<file path="src/rtl/logic_unit_pkg.sv">
// Shared definitions for the pipelined logic unit: the width of the op select
// and the encodings of the eight bitwise operations.
package logic_unit_pkg;

  localparam int LOGIC_OP_W = 3;

  typedef logic [LOGIC_OP_W-1:0] logic_op_t;

  localparam logic_op_t LOGIC_AND  = 3'd0;
  localparam logic_op_t LOGIC_OR   = 3'd1;
  localparam logic_op_t LOGIC_XOR  = 3'd2;
  localparam logic_op_t LOGIC_NOR  = 3'd3;
  localparam logic_op_t LOGIC_ANDN = 3'd4;
  localparam logic_op_t LOGIC_ORN  = 3'd5;
  localparam logic_op_t LOGIC_XNOR = 3'd6;
  localparam logic_op_t LOGIC_PASS = 3'd7;

endpackage

</file>
<file path="src/rtl/pipe_logic_unit_if.sv">
// Handshake bundle of the logic unit: the issue side (operands, op, tag, flush)
// and the retire side (result, tag, zero flag).
interface pipe_logic_unit_if
  import logic_unit_pkg::*;
#(
  parameter int WIDTH = 32,
  parameter int TAG_W = 5
);

  logic             flush;
  logic             in_valid;
  logic             in_ready;
  logic_op_t        op;
  logic [WIDTH-1:0] a;
  logic [WIDTH-1:0] b;
  logic [TAG_W-1:0] in_tag;
  logic             out_valid;
  logic             out_ready;
  logic [WIDTH-1:0] result;
  logic [TAG_W-1:0] out_tag;
  logic             out_zero;

  modport master (
    output flush, in_valid, op, a, b, in_tag, out_ready,
    input  in_ready, out_valid, result, out_tag, out_zero
  );

  modport slave (
    input  flush, in_valid, op, a, b, in_tag, out_ready,
    output in_ready, out_valid, result, out_tag, out_zero
  );

endinterface

</file>
<file path="src/rtl/logic_op_core.sv">
// Combinational bitwise operator: selects one of eight logic functions of a and b.
module logic_op_core
  import logic_unit_pkg::*;
#(
  parameter int WIDTH = 32
) (
  input  logic_op_t        op,
  input  logic [WIDTH-1:0] a,
  input  logic [WIDTH-1:0] b,
  output logic [WIDTH-1:0] y
);

  always_comb begin
    // NOTE: default assignment first so no path through the case leaves y unassigned (no latch).
    y = a;
    unique case (op)
      LOGIC_AND:  y = a & b;
      LOGIC_OR:   y = a | b;
      LOGIC_XOR:  y = a ^ b;
      LOGIC_NOR:  y = ~(a | b);
      LOGIC_ANDN: y = a & ~b;
      LOGIC_ORN:  y = a | ~b;
      LOGIC_XNOR: y = ~(a ^ b);
      LOGIC_PASS: y = a;
    endcase
  end

endmodule

</file>
<file path="src/rtl/pipe_logic_unit.sv">
// Pipelined bitwise logic unit with valid/ready stall chain, flush and tag sideband.
// Define LOGIC_UNIT_FLAGS_EN to carry a registered zero flag alongside each result.
module pipe_logic_unit
  import logic_unit_pkg::*;
#(
  parameter int WIDTH = 32,
  parameter int DEPTH = 2,
  parameter int TAG_W = 5
) (
  input  logic              clk,
  input  logic              rst,
  pipe_logic_unit_if.slave  bus
);

  logic [DEPTH-1:0] v;
  logic [DEPTH-1:0] rdy;
  logic [WIDTH-1:0] data_q [DEPTH];
  logic [TAG_W-1:0] tag_q  [DEPTH];
  logic [WIDTH-1:0] op_y;
  logic             accept;
  logic             tail_full;

  logic_op_core #(.WIDTH(WIDTH)) u_core (
    .op (bus.op),
    .a  (bus.a),
    .b  (bus.b),
    .y  (op_y)
  );

  // A stage can load unless it and every stage after it are full while the consumer stalls.
  always_comb begin
    tail_full = 1'b1;
    rdy       = '0;
    for (int i = DEPTH - 1; i >= 0; i--) begin
      tail_full = tail_full & v[i];
      rdy[i]    = ~tail_full | bus.out_ready;
    end
  end

  assign bus.in_ready = rdy[0] & ~bus.flush;
  assign accept       = bus.in_valid & bus.in_ready;

`ifdef LOGIC_UNIT_FLAGS_EN
  logic [DEPTH-1:0] zf;
`endif

  for (genvar i = 0; i < DEPTH; i++) begin : g_stage
    if (i == 0) begin : g_head
      always_ff @(posedge clk or posedge rst) begin
        if (rst) begin
          // NOTE: data/tag regs are reset too, because result and out_tag must read 0 during reset.
          v[0]      <= 1'b0;
          data_q[0] <= '0;
          tag_q[0]  <= '0;
`ifdef LOGIC_UNIT_FLAGS_EN
          zf[0]     <= 1'b0;
`endif
        end else begin
          // NOTE: non-blocking so every stage samples its neighbour's pre-edge value.
          if (bus.flush)  v[0] <= 1'b0;
          else if (rdy[0]) v[0] <= accept;
          if (accept) begin
            data_q[0] <= op_y;
            tag_q[0]  <= bus.in_tag;
`ifdef LOGIC_UNIT_FLAGS_EN
            zf[0]     <= (op_y == '0);
`endif
          end
        end
      end
    end else begin : g_hold
      always_ff @(posedge clk or posedge rst) begin
        if (rst) begin
          v[i]      <= 1'b0;
          data_q[i] <= '0;
          tag_q[i]  <= '0;
`ifdef LOGIC_UNIT_FLAGS_EN
          zf[i]     <= 1'b0;
`endif
        end else begin
          if (bus.flush)   v[i] <= 1'b0;
          else if (rdy[i]) v[i] <= v[i-1];
          // Data only moves with a valid op so an empty output stage holds still.
          if (rdy[i] && v[i-1]) begin
            data_q[i] <= data_q[i-1];
            tag_q[i]  <= tag_q[i-1];
`ifdef LOGIC_UNIT_FLAGS_EN
            zf[i]     <= zf[i-1];
`endif
          end
        end
      end
    end
  end

  assign bus.out_valid = v[DEPTH-1];
  assign bus.result    = data_q[DEPTH-1];
  assign bus.out_tag   = tag_q[DEPTH-1];

`ifdef LOGIC_UNIT_FLAGS_EN
  assign bus.out_zero  = zf[DEPTH-1];
`else
  assign bus.out_zero  = 1'b0;
`endif

endmodule

</file>
<file path="src/flat_wrapper.sv">
// flat-port wrapper written by rule: the top's interface ports become plain ports
module pipe_logic_unit_flat import logic_unit_pkg::*;
#(
  parameter int WIDTH = 32,
  parameter int DEPTH = 2,
  parameter int TAG_W = 5
)
  (clk, rst, bus_flush, bus_in_valid, bus_op, bus_a, bus_b, bus_in_tag, bus_out_ready, bus_in_ready, bus_out_valid, bus_result, bus_out_tag, bus_out_zero);
  pipe_logic_unit_if #(.WIDTH(WIDTH), .TAG_W(TAG_W)) bus_i ();
  input  logic clk;
  input  logic rst;
  input wire logic [$bits(bus_i.flush)-1:0] bus_flush;
  input wire logic [$bits(bus_i.in_valid)-1:0] bus_in_valid;
  input wire logic [$bits(bus_i.op)-1:0] bus_op;
  input wire logic [$bits(bus_i.a)-1:0] bus_a;
  input wire logic [$bits(bus_i.b)-1:0] bus_b;
  input wire logic [$bits(bus_i.in_tag)-1:0] bus_in_tag;
  input wire logic [$bits(bus_i.out_ready)-1:0] bus_out_ready;
  output wire logic [$bits(bus_i.in_ready)-1:0] bus_in_ready;
  output wire logic [$bits(bus_i.out_valid)-1:0] bus_out_valid;
  output wire logic [$bits(bus_i.result)-1:0] bus_result;
  output wire logic [$bits(bus_i.out_tag)-1:0] bus_out_tag;
  output wire logic [$bits(bus_i.out_zero)-1:0] bus_out_zero;
  assign bus_i.flush = bus_flush;
  assign bus_i.in_valid = bus_in_valid;
  assign bus_i.op = bus_op;
  assign bus_i.a = bus_a;
  assign bus_i.b = bus_b;
  assign bus_i.in_tag = bus_in_tag;
  assign bus_i.out_ready = bus_out_ready;
  assign bus_in_ready = bus_i.in_ready;
  assign bus_out_valid = bus_i.out_valid;
  assign bus_result = bus_i.result;
  assign bus_out_tag = bus_i.out_tag;
  assign bus_out_zero = bus_i.out_zero;
  pipe_logic_unit #(.WIDTH(WIDTH), .DEPTH(DEPTH), .TAG_W(TAG_W)) u_core (.clk(clk), .rst(rst), .bus(bus_i));
endmodule
</file>
<file path="config.mk">
export PLATFORM = sky130hd
export DESIGN_NAME = pipe_logic_unit_flat
export DESIGN_NICKNAME = d
export VERILOG_FILES = /design/src/rtl/logic_unit_pkg.sv /design/src/rtl/pipe_logic_unit_if.sv /design/src/rtl/logic_op_core.sv /design/src/rtl/pipe_logic_unit.sv /design/src/flat_wrapper.sv
export SDC_FILE = /design/constraint.sdc
export NUM_CORES = 1
export LEC_CHECK = 0
export BUFFER_PORTS_ARGS = -buffer_cell sky130_fd_sc_hd__buf_2
export CAP_MARGIN = 20
export CORE_MARGIN = 3
export CORE_UTILIZATION = 53
export CTS_CLUSTER_DIAMETER = 200
export DETAILED_ROUTE_END_ITERATION = 10
export PLACE_DENSITY = 0.81
export SLEW_MARGIN = 5
export SYNTH_ARGS = -nofsm -noshare
export SYNTH_HDL_FRONTEND = slang
export SYNTH_SLANG_ARGS = --single-unit
</file>
<file path="constraint.sdc">
create_clock -name clk -period 3.9 [get_ports clk]
set_input_delay 0.195 -clock clk [delete_from_list [all_inputs] [get_ports clk]]
set_output_delay 0.195 -clock clk [all_outputs]
set_load 0.02 [all_outputs]
</file>
### After elaboration in Yosys (flattened, before gate mapping)

Cells that the tools add are included.

* bits in read-only memories: 0
* register bits: 76
* latch bits: 0
* word-level logic and storage cells: 38
* bits of input ports: 77
* output and inout bits: 40
* memory bits (writable): 0
* memories kept: 0

* divide/modulo/power cells: 0
* reduce and logical (&&, ||, !) cells: 4
* $mul: 0
* bitwise gates (word level): 16
* magnitude comparators: 0
* shifts and indexed selects: 0
* mux-type cells: 5
* add/sub/neg operators: 0
* equality and inequality tests: 7

Operator list (count)
* one-hot mux 32 bit (8 select lines): 1
* inverter 32 bit: 3
* AND 32 bit: 2
* bitwise OR 32 bit: 2
* bitwise XOR 32 bit: 1
* equality test 3 bit (second input constant): 4
* equality test 3 x 2 -> 1 bit (second input constant): 2
* two-way mux 1 bit: 4
* nonzero test 2 bit: 2
* AND 1 bit: 3
* equality test 3 x 1 -> 1 bit (second input constant): 1
* logical NOT 3 bit: 1
* inverter 1 bit: 3
* bitwise OR 1 bit: 2
* logical AND 1 bit: 1

### Logic depth before layout (Yosys ltp)

* depth in word-level cells: 7
* depth in mapped cells: 8
* depth with buffers taken out: 6

### Hierarchy

Synthesis repeated with hierarchy kept, for this count alone.

* cell total of the unflattened synthesis: 651
* area, all modules: 6429.9 um2

Modules (own cells, without submodules)
* pipe_logic_unit: sequential area each 1901.8 um2, cells an instance 206, area an instance 3284.4 um2, times used 1
* logic_op_core: sequential area each 0.0 um2, cells an instance 445, area an instance 3145.5 um2, times used 1

### Worst setup path after synthesis

No wires, ideal clock.

* kind: reg-to-reg
* start: reg u_core.v[1] (netlist: u_core.bus.out_valid)
* end: reg u_core.tag_q (netlist bit u_core.bus.out_tag[0])
* data arrival time: 1.493 ns
* setup time: 0.125 ns
* stages on the path, launching flop included: 5
* slack: 2.283 ns
* period minus slack after synthesis: 1.617 ns
* required time: 3.775 ns
* path buffers: 1
* cells stage by stage: dfrtp_1 -> inv_1 -> o21ai_2 -> buf_2 -> mux2_2

* longest elaborated chain between the ends: 3

RTL lines
* start: declaration: RTL line pipe_logic_unit.sv:15 `logic [DEPTH-1:0] v;`
* start signal: indexed assignment: RTL line pipe_logic_unit.sv:82 `else if (rdy[i]) v[i] <= v[i-1];`
* inverter 1 bit: RTL line pipe_logic_unit.sv:36 `rdy[i] = ~tail_full | bus.out_ready;`
* bitwise OR 1 bit: RTL line pipe_logic_unit.sv:36
* logical AND 1 bit: RTL line pipe_logic_unit.sv:84 `if (rdy[i] && v[i-1]) begin`
* end signal: indexed assignment: RTL line pipe_logic_unit.sv:86 `tag_q[i] <= tag_q[i-1];`
* end: declaration: RTL line pipe_logic_unit.sv:18 `logic [TAG_W-1:0] tag_q [DEPTH];`

Every way passes these cells.
A chain may end at the register's enable or synchronous reset.

### Worst setup path after layout

* start: in bus_op[2]
* end: reg u_core.data_q[34] (netlist bit)

* longest elaborated chain between the ends: 2
* elaborated cells between the ends (all ways): 9
* those cells by class: eq/ne (7); mux (1); reduce/logical (1)

RTL lines
* start: declaration: RTL line flat_wrapper.sv:14 `input wire logic [$bits(bus_i.op)-1:0] bus_op;`
* equality test 3 bit, or another cell as far along: RTL line logic_op_core.sv:16 `unique case (op)`
* one-hot mux 32 bit (8 select lines) (*): RTL line logic_op_core.sv:16
* end: declaration: RTL line pipe_logic_unit.sv:17 `logic [WIDTH-1:0] data_q [DEPTH];`

Mark *: on every way between the ends. The rest lies on a longest branch, timed or not.

==> run metrics <==
result of the run complete, no violations; Worst Skew 12.2 ps; number of pins with negative max-slew slack in the final report 0; path type of the worst setup path input pin to flop; fmax 0.465 GHz; gr usage total 0.241; flop and latch count out of synthesis 76; placed wire-length estimate after detailed placement 11300 um; count of hold buffers inserted by post-cts repair 1; sequence of cells on the critical path buf_2 > inv_1 > o32a_1 > a21oi_1 > o22a_1; Die Area 13300 um^2; fraction of power consumed by the clock network 0.312; flop2flop setup slack 1860 ps; Final GP Congestion 0.858; synthesized-area fraction occupied by ao, oa, aoi and oai cells 0.187; crit end category flop; starting DRC count in detailed routing 484; count of pins on the block boundary 117; most instantiated library cell after synthesis dfrtp_1; register area share after synthesis 0.301; CTS-repair resized insts 0; biggest fanout along the worst timing path 59; fraction of final layout cells sized beyond drive strength 1 0.275; adder and majority gate portion of the synthesized area 0.127; required time at the worst-slack endpoint 4180 ps; worst-case reg-to-reg path depth 4; total setup violations reported at the end of the flow 0; Async S/R FF share, synth 1.00; placed cell area 6590 um^2; Max rail drop VDD 0.214 mV; switching part of the total 0.328; x dimension of the die 115 um; number of vias per cell 6.11; Max clock buf depth 2; Layout area overhead 9.99%; vias post-DR 5393; remaining routing DRC violations 0; longest individual stage delay on the worst path 810 ps; slew of the pin with the lowest slew margin 1130 ps; relative slew slack 0.250; total number of H-tree levels 3; Tcrit/Tclk final 0.551; most common flop cell mapped by yosys dfrtp_1; sequential cell fraction of total power 0.381; Critical Path Slowest Stage Cell buf_2; number of synthesized flops with an enable pin 0; worst hold slack 48.4 ps; row count 39; switching power 0.920 mW; worst min-delay path endpoint u_core.tag_q[8]; Post-Synthesis Net Count 828; startpoint of the lowest-slack register-to-register path u_core.v[0]; Buffers on Ports 115; kind of start point of the critical path input pin; number of synthesis warnings 0; cell at the root of the clock tree clkbuf_16; Cell variety after synth 57; post-layout min period 2150 ps; Arrival @ worst endpoint 2430 ps; total negative setup slack 0 ps; destination of the worst register-to-register timing path u_core.data_q[42]; cell type with the highest aggregate area in the netlist dfrtp_1; total number of nets in the final design 877; largest net degree at the start of global routing 67; number of stages on the worst hold path 3; Fillers 962; DR WL/cell 18.1 um; clock tree from TritonCTS done; remaining global-route overflow 0; mux share of post-synthesis cell area 0.117; mean instance size in the synthesized netlist 9.18 um^2; Routed Antenna Nets 0; combinational family with the most area after synthesis compound AO/OA/AOI/OAI gates; initial standard-cell utilization of the core 0.548; final standard cell utilization of the core 0.603; cell types occupying the most area after synthesis dfrtp_1 (30%), ha_1 (13%), mux2_2 (8.6%), buf_4 (4.8%), inv_1 (4.2%); synthesized area 6310 um^2; hold crit path type input pin to flop; clk sinks 76; number of instances in the synthesized netlist 687; final hold violation count 0; Leak Pwr 3.32 nW; final design area excluding fillers 6940 um^2; Power Dens Cells 404 nW/um^2; number of detailed-route iterations in the first pass 6; RSZ-0062 raised after global routing no; core area 11500 um^2; critical hold path startpoint bus_in_tag[3]; max capacitance violation total 0; total clock buffers created by CTS 9; synthesized-area fraction occupied by xor and xnor cells 0.0194; initial antenna violation count 0; commonest cells in the netlist dfrtp_1 (76), inv_1 (71), ha_1 (64); number of buffers inserted to repair setup after CTS 0; number of antenna repair diodes 0; CTS clock-pin slew for the worst setup and hold paths 60 ps; Yosys top cell area share 0.301; vias in the first global route 5290; die extent in y 115 um; area fraction in and, or, nand and nor cells after synthesis 0.123; share of total power in combinational logic 0.306; internal portion of total power 1.88 mW; later-pin clock latency in the skew report 340 ps; first-pass GRT wire length 25700 um; Final Routed Wirelength 16000 um
==> layer usage <==
metal	global-route usage	wire length (um)	up-vias
met1	0.325	6680	2585
met2	0.390	7680	270
li1	-	-	2500
met4	0.0923	435	0
met5	0	0	-
met3	0.0400	1200	38
==> power groups by stage <==
stage | clock network [mW] | registers [mW] | logic [mW]
2_1_floorplan | 0 | 1.04 | 0.749
4_1_cts | 0.887 | 1.07 | 0.855
3_5_place_dp | 0 | 1.08 | 0.848
6_report | 0.875 | 1.07 | 0.858
5_1_grt | 0.914 | 1.09 | 0.938
3_3_place_gp | 0 | 1.07 | 0.810
==> layout by cell type (no fill, tap or decap), types with 6 or more instances in the layout <==
cell,instances
a31oi_1,17
o22ai_1,9
o32ai_1,13
a21oi_1,34
nor4bb_1,6
xnor2_1,9
nand2_1,27
o32a_1,6
mux2i_1,13
mux2_2,48
inv_1,70
nor4_1,7
o21ai_0,24
o221a_2,9
and2_1,9
clkbuf_16,9
o22a_1,10
nand2b_1,8
dfrtp_1,76
nor2b_1,17
ha_1,64
o211ai_1,7
buf_2,115
nor2_1,49
==> how the worst max path moves through the flow <==
stage	from	end	slack, ps	cells after the start
2_1_floorplan	rst	u_core.bus.out_tag[0]	1770	1
3_3_place_gp	bus_op[0]	u_core.data_q[54]	1430	5
3_5_place_dp	bus_op[0]	u_core.data_q[32]	1350	5
4_1_cts	bus_op[0]	u_core.data_q[32]	1710	5
5_1_grt	bus_op[2]	u_core.data_q[49]	1620	5
6_report	bus_op[2]	u_core.data_q[34]	1750	5
==> flip-flops by register name, summed over array words and instances, names as in the netlist <==
signal and cells:
u_core.tag_q 5, u_core.data_q 32, u_core.bus.result 32, u_core.v 1, u_core.bus.out_valid 1, u_core.bus.out_tag 5
==> per-stage QoR <==
step | setup slack (ps) | instances | power, mW
final | 1750 | 882 | 2.80
after global routing | 1620 | 882 | 2.94
after CTS | 1710 | 880 | 2.81
after detailed placement | 1350 | 865 | 1.93
after global placement | 1430 | 865 | 1.88
after floorplan | 1770 | 687 | 1.78
==> layout make-up <==
class / instances / area (um^2) / share of cell area
timing repair buffer: 122 / 656 / 0.0945
sequential: 76 / 1900 / 0.274
clock inverter: 5 / 78.8 / 0.0114
clock buffer: 9 / 225 / 0.0324
tap: 143 / 179 / 0.0258
multi-input combinational: 456 / 3630 / 0.523
inverter: 71 / 268 / 0.0386
==> logic make-up after synthesis <==
group           count (synthesis)
other cells                     1
compound gates                166
buf+inv                       155
fa+ha+maj                      64
mux                            64
flops                          76
simple gates                  147
xor+xnor                       14
==> worst max-delay path: cells and delay by family <==
family,cells,cell delay (ps)
AO/OA/AOI/OAI,3,800
buffers and inverters,2,1410
No activity file was read; power rests on OpenSTA's default activity.
